**src/rtl/issue_queue_checkpoint_table_pkg.sv**
```systemverilog
// issue_queue_checkpoint_table_pkg: sizes, types and age/pick helpers for the checkpoint table
package issue_queue_checkpoint_table_pkg;
  localparam int CP_COUNT = 4;
  localparam int CP_AW = 2;
  localparam int FIFO_DEPTH = 8;
  localparam int PICK_W = 4;
  typedef logic [FIFO_DEPTH:0] snap_t;
  typedef logic [CP_AW-1:0] cp_id_t;
  typedef logic [CP_AW:0] cp_cnt_t;
  typedef logic [PICK_W-1:0] pick_t;
  function automatic cp_id_t age(cp_id_t id, cp_id_t head);
    return id - head;
  endfunction
  function automatic int picked_below(pick_t m, int k);
    int n = 0;
    for (int i = 0; i < PICK_W; i++) n += (i < k && m[i]) ? 1 : 0;
    return n;
  endfunction
endpackage

```
**src/rtl/issue_queue_checkpoint_table_if.sv**
```systemverilog
// issue_queue_checkpoint_table_if: alloc/recover/commit/pick bundle between issue logic and checkpoint table
interface issue_queue_checkpoint_table_if;
  import issue_queue_checkpoint_table_pkg::*;
  logic snoop_hit, alloc_valid, alloc_ready, recover_valid, recover_out_valid, commit_valid, full, empty;
  snap_t alloc_fifo_pr, recover_fifo_pr;
  cp_id_t alloc_id, recover_id;
  pick_t pick_mask;
  cp_cnt_t count;
  modport master (
    output snoop_hit, alloc_valid, alloc_fifo_pr, recover_valid, recover_id, commit_valid, pick_mask,
    input alloc_ready, alloc_id, recover_out_valid, recover_fifo_pr, full, empty, count
  );
  modport slave (
    input snoop_hit, alloc_valid, alloc_fifo_pr, recover_valid, recover_id, commit_valid, pick_mask,
    output alloc_ready, alloc_id, recover_out_valid, recover_fifo_pr, full, empty, count
  );
endinterface

```
**src/rtl/iq_cp_ptr_shift.sv**
```systemverilog
// iq_cp_ptr_shift: moves a one-hot FIFO position down by the number of picked slots beneath it
module iq_cp_ptr_shift
  import issue_queue_checkpoint_table_pkg::*;
(
  input  snap_t snap_in,
  input  pick_t pick_mask,
  output snap_t snap_out
);
  always_comb begin
    snap_out = '0;
    for (int k = 0; k <= FIFO_DEPTH; k++)
      for (int j = k; j <= FIFO_DEPTH; j++)
        snap_out[k] = snap_out[k] | (snap_in[j] && (j - picked_below(pick_mask, j) == k));
  end
endmodule

```
**src/rtl/issue_queue_checkpoint_table.sv**
```systemverilog
// issue_queue_checkpoint_table: circular table of one-hot issue-FIFO tail snapshots, one per in-flight branch
module issue_queue_checkpoint_table
  import issue_queue_checkpoint_table_pkg::*;
(
  input logic clk,
  input logic reset,
  issue_queue_checkpoint_table_if.slave bus
);
  localparam logic [CP_COUNT-1:0] ONE = 1;
  logic [CP_COUNT-1:0] valid, younger;
  snap_t snap [CP_COUNT];
  snap_t snap_sh [CP_COUNT];
  snap_t alloc_sh;
  cp_id_t head, tail;
  cp_cnt_t count;
  logic full, empty, rec, cmt, alc;
  for (genvar e = 0; e < CP_COUNT; e++) begin : g_sh
    iq_cp_ptr_shift u_sh (.snap_in(snap[e]), .pick_mask(bus.pick_mask), .snap_out(snap_sh[e]));
  end
  iq_cp_ptr_shift u_alloc_sh (.snap_in(bus.alloc_fifo_pr), .pick_mask(bus.pick_mask), .snap_out(alloc_sh));
  assign full = count == cp_cnt_t'(CP_COUNT);
  assign empty = count == '0;
  assign rec = bus.recover_valid && valid[bus.recover_id];
  assign cmt = bus.commit_valid && !empty && !(rec && bus.recover_id == head);
  // a commit frees the slot in the same cycle, so alloc at full is allowed alongside it
  assign alc = bus.alloc_valid && !bus.snoop_hit && !rec && (!full || cmt);
  always_comb begin
    younger = '0;
    for (int i = 0; i < CP_COUNT; i++)
      younger[i] = rec && age(cp_id_t'(i), head) >= age(bus.recover_id, head);
  end
  assign bus.full = full;
  assign bus.empty = empty;
  assign bus.count = count;
  assign bus.alloc_ready = !full;
  assign bus.alloc_id = tail;
  assign bus.recover_out_valid = valid[bus.recover_id];
  assign bus.recover_fifo_pr = snap[bus.recover_id];
  always_ff @(posedge clk) begin
    if (reset) begin
      valid <= '0;
      head <= '0;
      tail <= '0;
      count <= '0;
      for (int i = 0; i < CP_COUNT; i++) snap[i] <= '0;
    end else begin
      for (int i = 0; i < CP_COUNT; i++) snap[i] <= (alc && cp_id_t'(i) == tail) ? alloc_sh : snap_sh[i];
      if (bus.snoop_hit) begin
        valid <= '0;
        head <= '0;
        tail <= '0;
        count <= '0;
      end else begin
        valid <= (valid & ~younger & ~(cmt ? ONE << head : '0)) | (alc ? ONE << tail : '0);
        head <= head + cp_id_t'(cmt);
        tail <= rec ? bus.recover_id : tail + cp_id_t'(alc);
        count <= rec ? cp_cnt_t'(age(bus.recover_id, head)) - cp_cnt_t'(cmt)
                     : count + cp_cnt_t'(alc) - cp_cnt_t'(cmt);
      end
    end
  end
  always_ff @(posedge clk) begin
    if (!reset && !bus.snoop_hit && bus.recover_valid) begin
      assert (valid[bus.recover_id]);
      assert (!(bus.commit_valid && bus.recover_id == head));
    end
  end
endmodule
```
**src/flat_wrapper.sv**
```systemverilog
// flat-port wrapper written by rule: the top's interface ports become plain ports
module issue_queue_checkpoint_table_flat import issue_queue_checkpoint_table_pkg::*;
  (clk, reset, bus_snoop_hit, bus_alloc_valid, bus_alloc_fifo_pr, bus_recover_valid, bus_recover_id, bus_commit_valid, bus_pick_mask, bus_alloc_ready, bus_alloc_id, bus_recover_out_valid, bus_recover_fifo_pr, bus_full, bus_empty, bus_count);
  issue_queue_checkpoint_table_if bus_i ();
  input logic clk;
  input logic reset;
  input wire logic [$bits(bus_i.snoop_hit)-1:0] bus_snoop_hit;
  input wire logic [$bits(bus_i.alloc_valid)-1:0] bus_alloc_valid;
  input wire logic [$bits(bus_i.alloc_fifo_pr)-1:0] bus_alloc_fifo_pr;
  input wire logic [$bits(bus_i.recover_valid)-1:0] bus_recover_valid;
  input wire logic [$bits(bus_i.recover_id)-1:0] bus_recover_id;
  input wire logic [$bits(bus_i.commit_valid)-1:0] bus_commit_valid;
  input wire logic [$bits(bus_i.pick_mask)-1:0] bus_pick_mask;
  output wire logic [$bits(bus_i.alloc_ready)-1:0] bus_alloc_ready;
  output wire logic [$bits(bus_i.alloc_id)-1:0] bus_alloc_id;
  output wire logic [$bits(bus_i.recover_out_valid)-1:0] bus_recover_out_valid;
  output wire logic [$bits(bus_i.recover_fifo_pr)-1:0] bus_recover_fifo_pr;
  output wire logic [$bits(bus_i.full)-1:0] bus_full;
  output wire logic [$bits(bus_i.empty)-1:0] bus_empty;
  output wire logic [$bits(bus_i.count)-1:0] bus_count;
  assign bus_i.snoop_hit = bus_snoop_hit;
  assign bus_i.alloc_valid = bus_alloc_valid;
  assign bus_i.alloc_fifo_pr = bus_alloc_fifo_pr;
  assign bus_i.recover_valid = bus_recover_valid;
  assign bus_i.recover_id = bus_recover_id;
  assign bus_i.commit_valid = bus_commit_valid;
  assign bus_i.pick_mask = bus_pick_mask;
  assign bus_alloc_ready = bus_i.alloc_ready;
  assign bus_alloc_id = bus_i.alloc_id;
  assign bus_recover_out_valid = bus_i.recover_out_valid;
  assign bus_recover_fifo_pr = bus_i.recover_fifo_pr;
  assign bus_full = bus_i.full;
  assign bus_empty = bus_i.empty;
  assign bus_count = bus_i.count;
  issue_queue_checkpoint_table u_core (.clk(clk), .reset(reset), .bus(bus_i));
endmodule
```
**config.mk**
```make
export PLATFORM = sky130hd
export DESIGN_NAME = issue_queue_checkpoint_table_flat
export DESIGN_NICKNAME = d
export VERILOG_FILES = /design/src/rtl/issue_queue_checkpoint_table_pkg.sv /design/src/rtl/issue_queue_checkpoint_table_if.sv /design/src/rtl/iq_cp_ptr_shift.sv /design/src/rtl/issue_queue_checkpoint_table.sv /design/src/flat_wrapper.sv
export SDC_FILE = /design/constraint.sdc
export NUM_CORES = 1
export LEC_CHECK = 0
export BUFFER_PORTS_ARGS = -buffer_cell sky130_fd_sc_hd__buf_2
export CORE_MARGIN = 1.5
export CORE_UTILIZATION = 50
export CTS_BUF_LIST = sky130_fd_sc_hd__clkbuf_16
export CTS_CLUSTER_SIZE = 30
export DETAILED_ROUTE_END_ITERATION = 12
export HOLD_SLACK_MARGIN = 0.08
export PLACE_DENSITY = 0.69
export SYNTH_ARGS = -nofsm -noshare
export SYNTH_HDL_FRONTEND = slang
export SYNTH_SLANG_ARGS = --single-unit
export TNS_END_PERCENT = 1
```
**constraint.sdc**
```tcl
create_clock -name clk -period 7.45 [get_ports clk]
set_input_delay 0.3725 -clock clk [delete_from_list [all_inputs] [get_ports clk]]
set_output_delay 0.3725 -clock clk [all_outputs]
set_load 0.03 [all_outputs]
```
==> results of run 1 <==
[Yosys cell counts, types with 9 or more instances]
cell / instances
sky130_fd_sc_hd__dfxtp_1: 47
sky130_fd_sc_hd__nor2_1: 42
sky130_fd_sc_hd__nand2_1: 39
sky130_fd_sc_hd__ha_1: 28
sky130_fd_sc_hd__nand3_1: 26
sky130_fd_sc_hd__a211oi_1: 24
sky130_fd_sc_hd__a21oi_1: 22
sky130_fd_sc_hd__clkbuf_1: 18
sky130_fd_sc_hd__inv_1: 18
sky130_fd_sc_hd__o21ai_0: 16
sky130_fd_sc_hd__nor3_1: 13
sky130_fd_sc_hd__a32o_1: 11
sky130_fd_sc_hd__a221oi_1: 10
sky130_fd_sc_hd__a22oi_1: 10
sky130_fd_sc_hd__mux4_2: 9
[power breakdown]
group | internal [µW] | leakage [µW] | switching (µW)
clock network | 123 | 0.0000677 | 95.2
registers | 258 | 0.000380 | 10.4
logic | 86.3 | 0.00124 | 189
[layout make-up]
cell class / instances / share of cell area (%)
sequential: 47 / 20.7
inverter: 20 / 1.65
timing repair buffer: 38 / 4.18
clock buffer: 5 / 2.75
tap: 105 / 2.88
multi-input combinational: 406 / 67.6
clock inverter: 2 / 0.275
[worst reg2reg max path, cell delays in order (launching register included)]
cell and delay, ns:
sky130_fd_sc_hd__dfxtp_1 0.31, sky130_fd_sc_hd__mux2_4 0.29, sky130_fd_sc_hd__o2bb2ai_2 0.25, sky130_fd_sc_hd__a311oi_1 0.85, sky130_fd_sc_hd__ha_1 0.38, sky130_fd_sc_hd__inv_1 0.06, sky130_fd_sc_hd__ha_1 0.13, sky130_fd_sc_hd__inv_1 0.05
sky130_fd_sc_hd__fa_1 0.36, sky130_fd_sc_hd__xor2_1 0.17, sky130_fd_sc_hd__xnor2_1 0.14, sky130_fd_sc_hd__nor2_1 0.05, sky130_fd_sc_hd__a21oi_1 0.13, sky130_fd_sc_hd__nor2_1 0.05
[layout by cell type (no fill, tap or decap), drive strengths merged, types with 9 or more instances in the layout]
master	synthesis	routed
nand3	26	26
nand2	39	39
nor4	10	10
a32o	11	11
a221oi	10	10
nor3	13	13
mux4	9	9
inv	20	21
dfxtp	47	47
ha	28	28
nor2	44	44
a22oi	10	10
a21oi	23	23
buf	18	38
a211oi	25	25
o21ai	17	17
[path summary, 6_finish.rpt]
check	startpoint	to	slack, ns	cells after the start
hold / removal	bus_alloc_fifo_pr[8]	u_core.snap[3][8]$_SDFF_PP0_	0.44	3
setup / recovery	bus_pick_mask[0]	u_core.snap[0][4]$_SDFF_PP0_	2.80	17
setup reg to reg	u_core.valid[0]$_SDFF_PP0_	u_core.bus.count[2]$_SDFF_PP0_	4.12	13
hold reg to reg	u_core.valid[0]$_SDFF_PP0_	u_core.valid[0]$_SDFF_PP0_	0.48	2
[kinds of logic (layout without fill, tap and decap cells)]
kind of cell / after synthesis / in the layout / share of synthesized area (%)
simple gates: 187 / 187 / 24.3
compound gates: 165 / 165 / 29.8
buf+inv: 56 / 65 / 6.16
flops: 47 / 47 / 22.0
fa+ha+maj: 32 / 32 / 10.0
mux: 16 / 16 / 6.51
xor+xnor: 6 / 6 / 1.23
[through the flow]
step                utilization [%]  cells  total power (µW)  setup slack (ns)
floorplan                         -    509               471              3.35
global placement               53.5    616               539              2.70
detailed placement             53.5    616               541              2.55
CTS                            55.2    623               757              2.82
global route                   55.2    623               797              2.52
finish                         55.2    623               762              2.80
[state kept, by name, summed over array words and instances (netlist names)]
name                 cells
u_core.bus.alloc_id      2
u_core.bus.count         3
u_core.valid             4
u_core.head              2
u_core.snap             36
[metal layers]
layer / wire length (µm) / vias up / track usage, %
li1: - / 2011 / -
met1: 6330 / 2121 / 45.3
met2: 6650 / 295 / 51.4
met5: 0 / - / 0
met3: 1540 / 51 / 6.46
met4: 560 / 0 / 16.9
==> insert_results.sql, run 1 <==
INSERT INTO impl_metrics (metric_group, metric, value, unit) VALUES
('run_status', 'status', 'finished, final reports clean', ''),
('floorplan', 'die_h', '95.6', 'µm'),
('pwr', 'vdd_ir_drop_max', '0.000112', 'V'),
('clocking', 'clock_tree.htree_level_count', '2', ''),
('clocking', 'clk_latency', '0.29', 'ns'),
('cells_and_area', 'final_area', '4550', 'µm²'),
('floorplan', 'floorplan.initialDensity', '51.9', '%'),
('sta', 'rsz0062_at_grt', 'false', ''),
('sta', 'post-route-period-util', '62.4', '%'),
('critical_path', 'critical_path.startpoint_type', 'input port', ''),
('clocking', 'numCtsBuffers', '5', ''),
('clocking', 'cts-resized-gates', '0', ''),
('sta', 'finalMaxSlewViolations', '0', ''),
('placed_design', 'place_hpwl', '11300', 'µm'),
('route', 'drt_pre_antenna_iters', '6', ''),
('clocking', 'clock_pin_slew_worst_setup_and_hold_paths', '0.06', 'ns'),
('logic_synthesis', 'synthesis.area', '4280', 'µm²'),
('route', 'drt-vias-per-instance', '7.19', ''),
('sta', 'hold-worst-slack', '0.442', 'ns'),
('cells_and_area', 'nets', '571', ''),
('cells_and_area', 'seq_area', '941', 'µm²'),
('critical_path', 'timing_worst_setup_path_type', 'input port to register', ''),
('cells_and_area', 'multi_input_comb_area', '3080', 'µm²'),
('floorplan', 'die_area', '9130', 'µm²'),
('route', 'via_count', '4478', ''),
('pwr', 'power-per-cell-area', '167', 'nW/µm²'),
('sta', 'setup_violations', '0', ''),
('critical_path', 'crit_path_end_kind', 'register', ''),
('floorplan', 'die_w', '95.6', 'µm'),
('global_route', 'globalRoute.totalOverflow', '0', ''),
('critical_path', 'critical_path.max_fanout', '14', ''),
('route', 'wl_per_cell', '24.2', 'µm'),
('cells_and_area', 'flow.area_growth_from_synthesis', '6.31', '%'),
('route', 'final_antenna_net_count', '0', ''),
('logic_synthesis', 'ys_warn_count', '0', ''),
('logic_synthesis', 'syn_avg_cell_area', '8.42', 'µm²'),
('logic_synthesis', 'syn_inst', '509', ''),
('global_route', 'grt_start_max_net_pins', '36', ''),
('critical_path', 'cp_num_buf_inv', '3', ''),
('clocking', 'count_of_buffers_added_by_post_cts_timing_repair_for_setup', '0', ''),
('sta', 'clock-skew-final', '0.00550', 'ns'),
('sta', 'slew-limit-headroom', '33.4', '%'),
('logic_synthesis', 'synth_flop_cell', 'sky130_fd_sc_hd__dfxtp_1', ''),
('placed_design', 'gpl.final_weighted_congestion', '1.03', ''),
('global_route', 'number_of_antenna_violations_at_the_first_check_in_global_routing', '0', ''),
('logic_synthesis', 'ys_seq_area_share', '22.0', '%'),
('global_route', 'grt_util_all_layers', '33.8', '%'),
('cells_and_area', 'diodes', '0', ''),
('critical_path', 'endpoint_required_time_on_the_critical_path', '7.67', 'ns'),
('floorplan', 'floorplan.rows', '33', ''),
('floorplan', 'floorplan.io_pins', '39', ''),
('critical_path', 'crit_path_frequent_cell', 'sky130_fd_sc_hd__ha_1', ''),
('sta', 'timing.setup.tns', '0', 'ns'),
('sta', 'hold_violations', '0', ''),
('global_route', 'grt_pass1_vias', '4220', ''),
('logic_synthesis', 'synthArstFlopShare', '0', '%'),
('worst_hold_path', 'worstHoldPathType', 'input port to register', ''),
('critical_path', 'critical_path.cell_chain', 'buf_2, fa_1, ha_1, ha_1, a21boi_2, nor2_8, inv_2, ha_1, inv_1, a21o_1, ha_1, nand2b_1, or2_2, nor4_1, a22oi_1, a211o_1, o21ai_1', ''),
('logic_synthesis', 'synthDominantCellAreaShare', '22.0', '%'),
('floorplan', 'floorplan.core_area', '8260', 'µm²'),
('clocking', 'cts_tree', 'built', ''),
('clocking', 'holdBufCountCts', '0', ''),
('placed_design', 'dpl_cell_area', '4420', 'µm²'),
('critical_path', 'cp_slowest_cell', 'sky130_fd_sc_hd__nor4_1', ''),
('logic_synthesis', 'yosysUniqueCellTypes', '73', ''),
('run', 'drv_cap', '0', ''),
('sta', 'transition_time_at_the_pin_with_the_least_slew_margin', '0.996', 'ns'),
('sta', 'post_route_minimum_period', '4.65', 'ns'),
('critical_path', 'crit_family', 'adder cells', ''),
('global_route', 'grt_pass1_wl', '23000', 'µm'),
('route', 'initialDrtViolationCount', '480', '');
Power figures use the tool's default switching activity.
==> run 2: changes to the inputs <==
- clock period: 7.45 -> 4.6 ns (I/O delays scaled with it)
==> insert_results.sql, run 2 (synthesis results as in run 1) <==
INSERT INTO impl_metrics (metric_group, metric, value, unit) VALUES
('sta', 'transition_time_at_the_pin_with_the_least_slew_margin', '0.779', 'ns'),
('pwr', 'power.combinational.fraction', '36.8', '%'),
('clocking', 'max-clock-path-buffers', '2', ''),
('sta', 'finalMaxSlewViolations', '0', ''),
('cells_and_area', 'final_area', '4660', 'µm²'),
('sta', 'timing.setup.tns', '0', 'ns'),
('sta', 'clock-skew-final', '0.00951', 'ns'),
('placed_design', 'place_hpwl', '11800', 'µm'),
('floorplan', 'die_w', '95.6', 'µm'),
('route', 'final_antenna_net_count', '0', ''),
('floorplan', 'floorplan.io_pins', '39', ''),
('pwr', 'power_switching', '497', 'µW'),
('route', 'via_count', '4448', ''),
('route', 'drt_pre_antenna_iters', '5', ''),
('cells_and_area', 'nets', '584', ''),
('clocking', 'cts_tree', 'built', ''),
('clocking', 'cts-resized-gates', '0', ''),
('critical_path', 'cp_num_buf_inv', '2', ''),
('clocking', 'cts.sink_count', '47', ''),
('critical_path', 'cp_slowest_cell', 'sky130_fd_sc_hd__fa_1', ''),
('pwr', 'clock_power_share', '29.1', '%'),
('sta', 'hold-worst-slack', '0.290', 'ns'),
('pwr', 'leakage_power', '0.00175', 'µW'),
('run_status', 'status', 'finished, final reports clean', ''),
('global_route', 'number_of_antenna_violations_at_the_first_check_in_global_routing', '0', ''),
('cells_and_area', 'seq_area', '941', 'µm²'),
('placed_design', 'place_ws', '0.174', 'ns'),
('critical_path', 'worst_path_largest_cell_delay', '0.64', 'ns'),
('critical_path', 'endpoint_required_time_on_the_critical_path', '4.80', 'ns'),
('cells_and_area', 'max_flop_register', 'u_core.snap', ''),
('route', 'postRouteWirelength', '15500', 'µm'),
('floorplan', 'die_h', '95.6', 'µm'),
('critical_path', 'crit_path_frequent_cell', 'sky130_fd_sc_hd__ha_1', ''),
('pwr', 'vdd_ir_drop_max', '0.000132', 'V'),
('floorplan', 'floorplan.rows', '33', ''),
('route', 'drt-vias-per-instance', '6.98', ''),
('pwr', 'power_frac_seq', '34.1', '%'),
('worst_hold_path', 'worstHoldPathType', 'input port to register', ''),
('critical_path', 'crit_path_end_kind', 'register', ''),
('clocking', 'clock_tree.htree_level_count', '2', ''),
('sta', 'post-route-period-util', '91.3', '%'),
('clocking', 'numCtsBuffers', '5', ''),
('clocking', 'clock_pin_slew_worst_setup_and_hold_paths', '0.07', 'ns'),
('pwr', 'power-per-cell-area', '273', 'nW/µm²'),
('cells_and_area', 'registers_with_the_most_flip_flops', 'u_core.snap: 36 flops, u_core.valid: 4 flops, u_core.bus.count: 3 flops', ''),
('cells_and_area', 'multi_input_comb_area', '3080', 'µm²'),
('global_route', 'grt_pass1_wl', '23700', 'µm'),
('critical_path', 'crit_family', 'adder cells', ''),
('floorplan', 'floorplan.core_area', '8260', 'µm²'),
('cells_and_area', 'flow.area_growth_from_synthesis', '8.70', '%'),
('cells_and_area', 'layout.cells.most_common', 'sky130_fd_sc_hd__dfxtp_1', ''),
('critical_path', 'critical_path.max_fanout', '14', ''),
('global_route', 'grt_pass1_vias', '4188', ''),
('cells_and_area', 'final_cell_mix', 'sky130_fd_sc_hd__dfxtp_1 (47), sky130_fd_sc_hd__nor2_1 (42), sky130_fd_sc_hd__nand2_1 (39)', ''),
('sta', 'rsz0062_at_grt', 'false', ''),
('clocking', 'clk_latency', '0.29', 'ns'),
('sta', 'slew-limit-headroom', '47.7', '%'),
('pwr', 'power.share.switching', '39.1', '%'),
('critical_path', 'timing_worst_setup_path_type', 'input port to register', ''),
('global_route', 'grt_start_max_net_pins', '36', ''),
('route', 'initialDrtViolationCount', '436', ''),
('clocking', 'holdBufCountCts', '0', ''),
('sta', 'post_route_minimum_period', '4.20', 'ns'),
('floorplan', 'floorplan.initialDensity', '51.9', '%'),
('sta', 'fmaxAchievable', '238', 'MHz'),
('sta', 'fin_ws', '0.399', 'ns'),
('route', 'drc_errors', '0', ''),
('clocking', 'clk_root_buffer_cell', 'sky130_fd_sc_hd__clkbuf_16', ''),
('critical_path', 'critical_path.cell_chain', 'buf_2, fa_1, ha_1, ha_1, and3b_1, nor2_8, inv_2, ha_1, a21o_1, ha_1, nand2b_1, a211oi_2, and3_1, a221oi_1, and3_1, a211oi_1', ''),
('critical_path', 'timing.critical_path.arrival', '4.40', 'ns'),
('route', 'wl_per_cell', '24.4', 'µm'),
('pwr', 'intPower', '773', 'µW'),
('placed_design', 'gpl.final_weighted_congestion', '1.06', ''),
('cells_and_area', 'filler_cell_count', '777', ''),
('placed_design', 'port-buffer-count', '38', ''),
('placed_design', 'dpl_cell_area', '4510', 'µm²'),
('run', 'drv_cap', '0', ''),
('floorplan', 'die_area', '9130', 'µm²'),
('global_route', 'globalRoute.totalOverflow', '0', ''),
('cells_and_area', 'diodes', '0', ''),
('sta', 'hold_violations', '0', ''),
('cells_and_area', 'post_route_cells_drive_above_1_share', '17.5', '%'),
('clocking', 'count_of_buffers_added_by_post_cts_timing_repair_for_setup', '0', ''),
('global_route', 'grt_util_all_layers', '35.2', '%'),
('sta', 'setup_violations', '0', ''),
('critical_path', 'critical_path.startpoint_type', 'input port', ''),
('cells_and_area', 'largest_reg_flops', '36', '');
-- run 2: changes by cell type in the layout (fill, tap and decap cells not counted) --
cell,delta
sky130_fd_sc_hd__buf_4,+13
sky130_fd_sc_hd__clkinv_2,+1
-- run 2: area by class of cell --
class                           count  area share, %
Clock inverter                      3          0.376
Inverter                           20           1.61
Sequential cell                    47           20.2
Timing Repair Buffer               51           6.18
Clock buffer                        5           2.69
Multi-Input combinational cell    406           66.1
Tap cell                          105           2.82
-- run 2: stage by stage --
stage,total power (µW),cells,utilization [%]
floorplan,763,509,-
global placement,894,629,54.7
detailed placement,897,629,54.7
CTS,1260,637,56.4
global route,1320,637,56.4
finish,1270,637,56.4
-- run 2: final timing paths --
check                        startpoint                        endpoint  slack [ns]  depth (start not counted)
max                    bus_pick_mask[0]    u_core.snap[2][1]$_SDFF_PP0_        0.40                         16
min                bus_alloc_fifo_pr[8]    u_core.snap[2][8]$_SDFF_PP0_        0.29                          3
max reg2reg  u_core.valid[0]$_SDFF_PP0_  u_core.bus.count[2]$_SDFF_PP0_        1.74                         13
min reg2reg  u_core.valid[2]$_SDFF_PP0_      u_core.valid[2]$_SDFF_PP0_        0.47                          2
-- run 2: worst reg2reg max path, cell delays in order (launching register included) --
cell,delay (ns)
sky130_fd_sc_hd__dfxtp_1,0.32
sky130_fd_sc_hd__mux2_4,0.29
sky130_fd_sc_hd__o2bb2ai_2,0.25
sky130_fd_sc_hd__a311oi_1,0.44
sky130_fd_sc_hd__ha_1,0.31
sky130_fd_sc_hd__inv_1,0.05
sky130_fd_sc_hd__ha_1,0.12
sky130_fd_sc_hd__inv_1,0.05
sky130_fd_sc_hd__fa_1,0.37
sky130_fd_sc_hd__xor2_1,0.17
sky130_fd_sc_hd__xnor2_1,0.14
sky130_fd_sc_hd__nor2_1,0.05
sky130_fd_sc_hd__a21oi_1,0.14
sky130_fd_sc_hd__nor2_1,0.05
-- run 2: metal layers --
metal / global-route usage (%) / share of wire (%)
met3: 5.26 / 8.8
met2: 55.8 / 45
met1: 47.5 / 42
met5: 0 / 0
met4: 14.7 / 3.4
-- run 2: power by group through the flow --
stage               clock network (µW)  registers (µW)  logic, µW
floorplan                            0             440        324
global placement                     0             442        452
CTS                                368             433        457
detailed placement                   0             443        454
finish                             369             434        467
global route                       384             435        505
==> run 3: changes to the inputs <==
- REMOVE_ABC_BUFFERS: default -> 1
==> insert_results.sql, run 3 (synthesis results as in run 1) <==
INSERT INTO impl_metrics (metric_group, metric, value, unit) VALUES
('critical_path', 'timing.critical_path.arrival', '4.46', 'ns'),
('floorplan', 'die_h', '95.6', 'µm'),
('worst_hold_path', 'worstHoldPathType', 'input port to register', ''),
('critical_path', 'critical_path.startpoint_type', 'input port', ''),
('sta', 'clock-skew-final', '0.0116', 'ns'),
('clocking', 'clk_root_buffer_cell', 'sky130_fd_sc_hd__clkbuf_16', ''),
('run_status', 'status', 'finished, final reports clean', ''),
('clocking', 'holdBufCountCts', '0', ''),
('clocking', 'numCtsBuffers', '5', ''),
('cells_and_area', 'filler_free_cell_count_of_the_finished_design', '637', ''),
('sta', 'transition_time_at_the_pin_with_the_least_slew_margin', '0.825', 'ns'),
('clocking', 'clock_pin_slew_worst_setup_and_hold_paths', '0.07', 'ns'),
('critical_path', 'crit_path_frequent_cell', 'sky130_fd_sc_hd__ha_1', ''),
('critical_path', 'endpoint_required_time_on_the_critical_path', '4.80', 'ns'),
('global_route', 'grt_pass1_wl', '23600', 'µm'),
('cells_and_area', 'final_cell_mix', 'sky130_fd_sc_hd__dfxtp_1 (47), sky130_fd_sc_hd__nor2_1 (42), sky130_fd_sc_hd__nand2_1 (39)', ''),
('cells_and_area', 'diodes', '0', ''),
('cells_and_area', 'flow.area_growth_from_synthesis', '8.67', '%'),
('floorplan', 'floorplan.rows', '33', ''),
('cells_and_area', 'final_area', '4660', 'µm²'),
('critical_path', 'critPathLaunch', 'bus_pick_mask[0]', ''),
('pwr', 'power-per-cell-area', '269', 'nW/µm²'),
('sta', 'fin_ws', '0.349', 'ns'),
('sta', 'post-route-period-util', '92.4', '%'),
('route', 'drt-vias-per-instance', '7.25', ''),
('route', 'via_count', '4618', ''),
('critical_path', 'timing_worst_setup_path_type', 'input port to register', ''),
('sta', 'slew-limit-headroom', '44.6', '%'),
('route', 'wl_met3', '1980', 'µm'),
('cells_and_area', 'max_flop_register', 'u_core.snap', ''),
('clocking', 'clk_latency', '0.29', 'ns'),
('global_route', 'globalRoute.totalOverflow', '0', ''),
('route', 'initialDrtViolationCount', '515', ''),
('cells_and_area', 'registers_with_the_most_flip_flops', 'u_core.snap: 36 flops, u_core.valid: 4 flops, u_core.bus.count: 3 flops', ''),
('critical_path', 'crit_family', 'adder cells', ''),
('critical_path', 'critical_path.max_fanout', '14', ''),
('critical_path', 'worst_path_largest_cell_delay', '0.65', 'ns'),
('route', 'final_antenna_net_count', '0', ''),
('sta', 'finalMaxSlewViolations', '0', ''),
('floorplan', 'die_w', '95.6', 'µm'),
('route', 'topRoutingLayerUsed', 'met4', ''),
('sta', 'rsz0062_at_grt', 'false', ''),
('clocking', 'count_of_buffers_added_by_post_cts_timing_repair_for_setup', '0', ''),
('global_route', 'number_of_antenna_violations_at_the_first_check_in_global_routing', '0', ''),
('critical_path', 'critical_path.cell_chain', 'buf_2, fa_1, ha_1, ha_1, a21boi_2, nor2_8, inv_2, ha_1, inv_1, a21o_1, ha_1, nand2b_1, a211oi_2, and3_1, a221oi_1, and3_1, a211oi_1', ''),
('route', 'wl_per_cell', '24.4', 'µm'),
('critical_path', 'crit_path_end_kind', 'register', ''),
('route', 'postRouteWirelength', '15500', 'µm'),
('cells_and_area', 'filler_cell_count', '802', ''),
('clocking', 'cts_tree', 'built', ''),
('placed_design', 'dpl.cell_count', '629', ''),
('run', 'drv_cap', '0', ''),
('cells_and_area', 'nets', '584', ''),
('critical_path', 'cp_slowest_cell', 'sky130_fd_sc_hd__fa_1', ''),
('sta', 'timing.setup.tns', '0', 'ns'),
('placed_design', 'place_ws', '0.0895', 'ns'),
('clocking', 'cts.sink_count', '47', ''),
('sta', 'setup_violations', '0', ''),
('critical_path', 'reg2reg_from', 'u_core.valid[0]$_SDFF_PP0_', ''),
('route', 'drt_pre_antenna_iters', '6', ''),
('placed_design', 'place_hpwl', '11400', 'µm'),
('cells_and_area', 'post_route_cells_drive_above_1_share', '17.5', '%'),
('placed_design', 'dpl_cell_area', '4510', 'µm²'),
('sta', 'fmaxAchievable', '235', 'MHz'),
('placed_design', 'gpl.final_weighted_congestion', '1.05', ''),
('clocking', 'max-clock-path-buffers', '2', ''),
('worst_hold_path', 'min_from', 'bus_alloc_fifo_pr[8]', ''),
('global_route', 'grt_start_max_net_pins', '36', ''),
('floorplan', 'floorplan.initialDensity', '51.9', '%'),
('sta', 'hold_violations', '0', ''),
('placed_design', 'port-buffer-count', '38', ''),
('floorplan', 'floorplan.io_pins', '39', ''),
('cells_and_area', 'largest_reg_flops', '36', ''),
('global_route', 'grt_pass1_vias', '4315', ''),
('cells_and_area', 'layout.cells.most_common', 'sky130_fd_sc_hd__dfxtp_1', ''),
('route', 'm1WireLength', '6040', 'µm'),
('sta', 'post_route_minimum_period', '4.25', 'ns'),
('route', 'drc_errors', '0', ''),
('floorplan', 'die_area', '9130', 'µm²'),
('pwr', 'leakage_power', '0.00175', 'µW'),
('clocking', 'clock_tree.htree_level_count', '2', ''),
('global_route', 'grt_util_all_layers', '34.8', '%'),
('route', 'detailroute.wirelength.met2', '6740', 'µm'),
('critical_path', 'cp_num_buf_inv', '3', ''),
('pwr', 'vdd_ir_drop_max', '0.000187', 'V'),
('floorplan', 'floorplan.core_area', '8260', 'µm²'),
('sta', 'hold-worst-slack', '0.315', 'ns'),
('clocking', 'cts-resized-gates', '0', '');
[run 3: changes by cell type in the layout (fill, tap and decap cells not counted)]
cell / change
sky130_fd_sc_hd__inv_1: +1
sky130_fd_sc_hd__inv_6: -1
sky130_fd_sc_hd__clkinv_1: -1
sky130_fd_sc_hd__clkinvlp_4: +1
[run 3: per-layer routing]
layer  global-route usage (%)  vias up
li1                         -     2035
met1                     46.2     2185
met2                     53.3      324
met3                     8.45       74
met4                     15.3        0
met5                        0        -
[run 3: final cells by class]
class	count	area, µm²	area share, %
multi-input combinational	406	3080	66.1
sequential	47	941	20.2
timing repair buffer	51	288	6.18
tap	105	131	2.82
clock buffer	5	125	2.69
inverter	20	75.1	1.61
clock inverter	3	16.3	0.349
[run 3: final timing paths]
path	slack (ns)	to	cells past startpoint
setup / recovery	0.35	u_core.snap[2][1]$_SDFF_PP0_	17
hold / removal	0.32	u_core.snap[2][8]$_SDFF_PP0_	3
setup reg to reg	1.78	u_core.bus.count[2]$_SDFF_PP0_	13
hold reg to reg	0.47	u_core.valid[1]$_SDFF_PP0_	2
[run 3: power breakdown]
group / switching, µW / total, µW / internal [µW]
registers: 16.9 / 435 / 418
clock network: 159 / 358 / 199
logic: 309 / 461 / 152
total: 485 / 1250 / 769
[run 3: worst min-delay path, cell delays in order]
cell,delay [ns]
sky130_fd_sc_hd__buf_2,0.19
sky130_fd_sc_hd__nand2_1,0.08
sky130_fd_sc_hd__a21oi_1,0.05
[run 3: through the flow]
stage / util [%] / total power (µW)
floorplan: - / 740
global placement: 54.7 / 892
detailed placement: 54.7 / 891
CTS: 56.4 / 1250
global route: 56.4 / 1310
finish: 56.4 / 1250
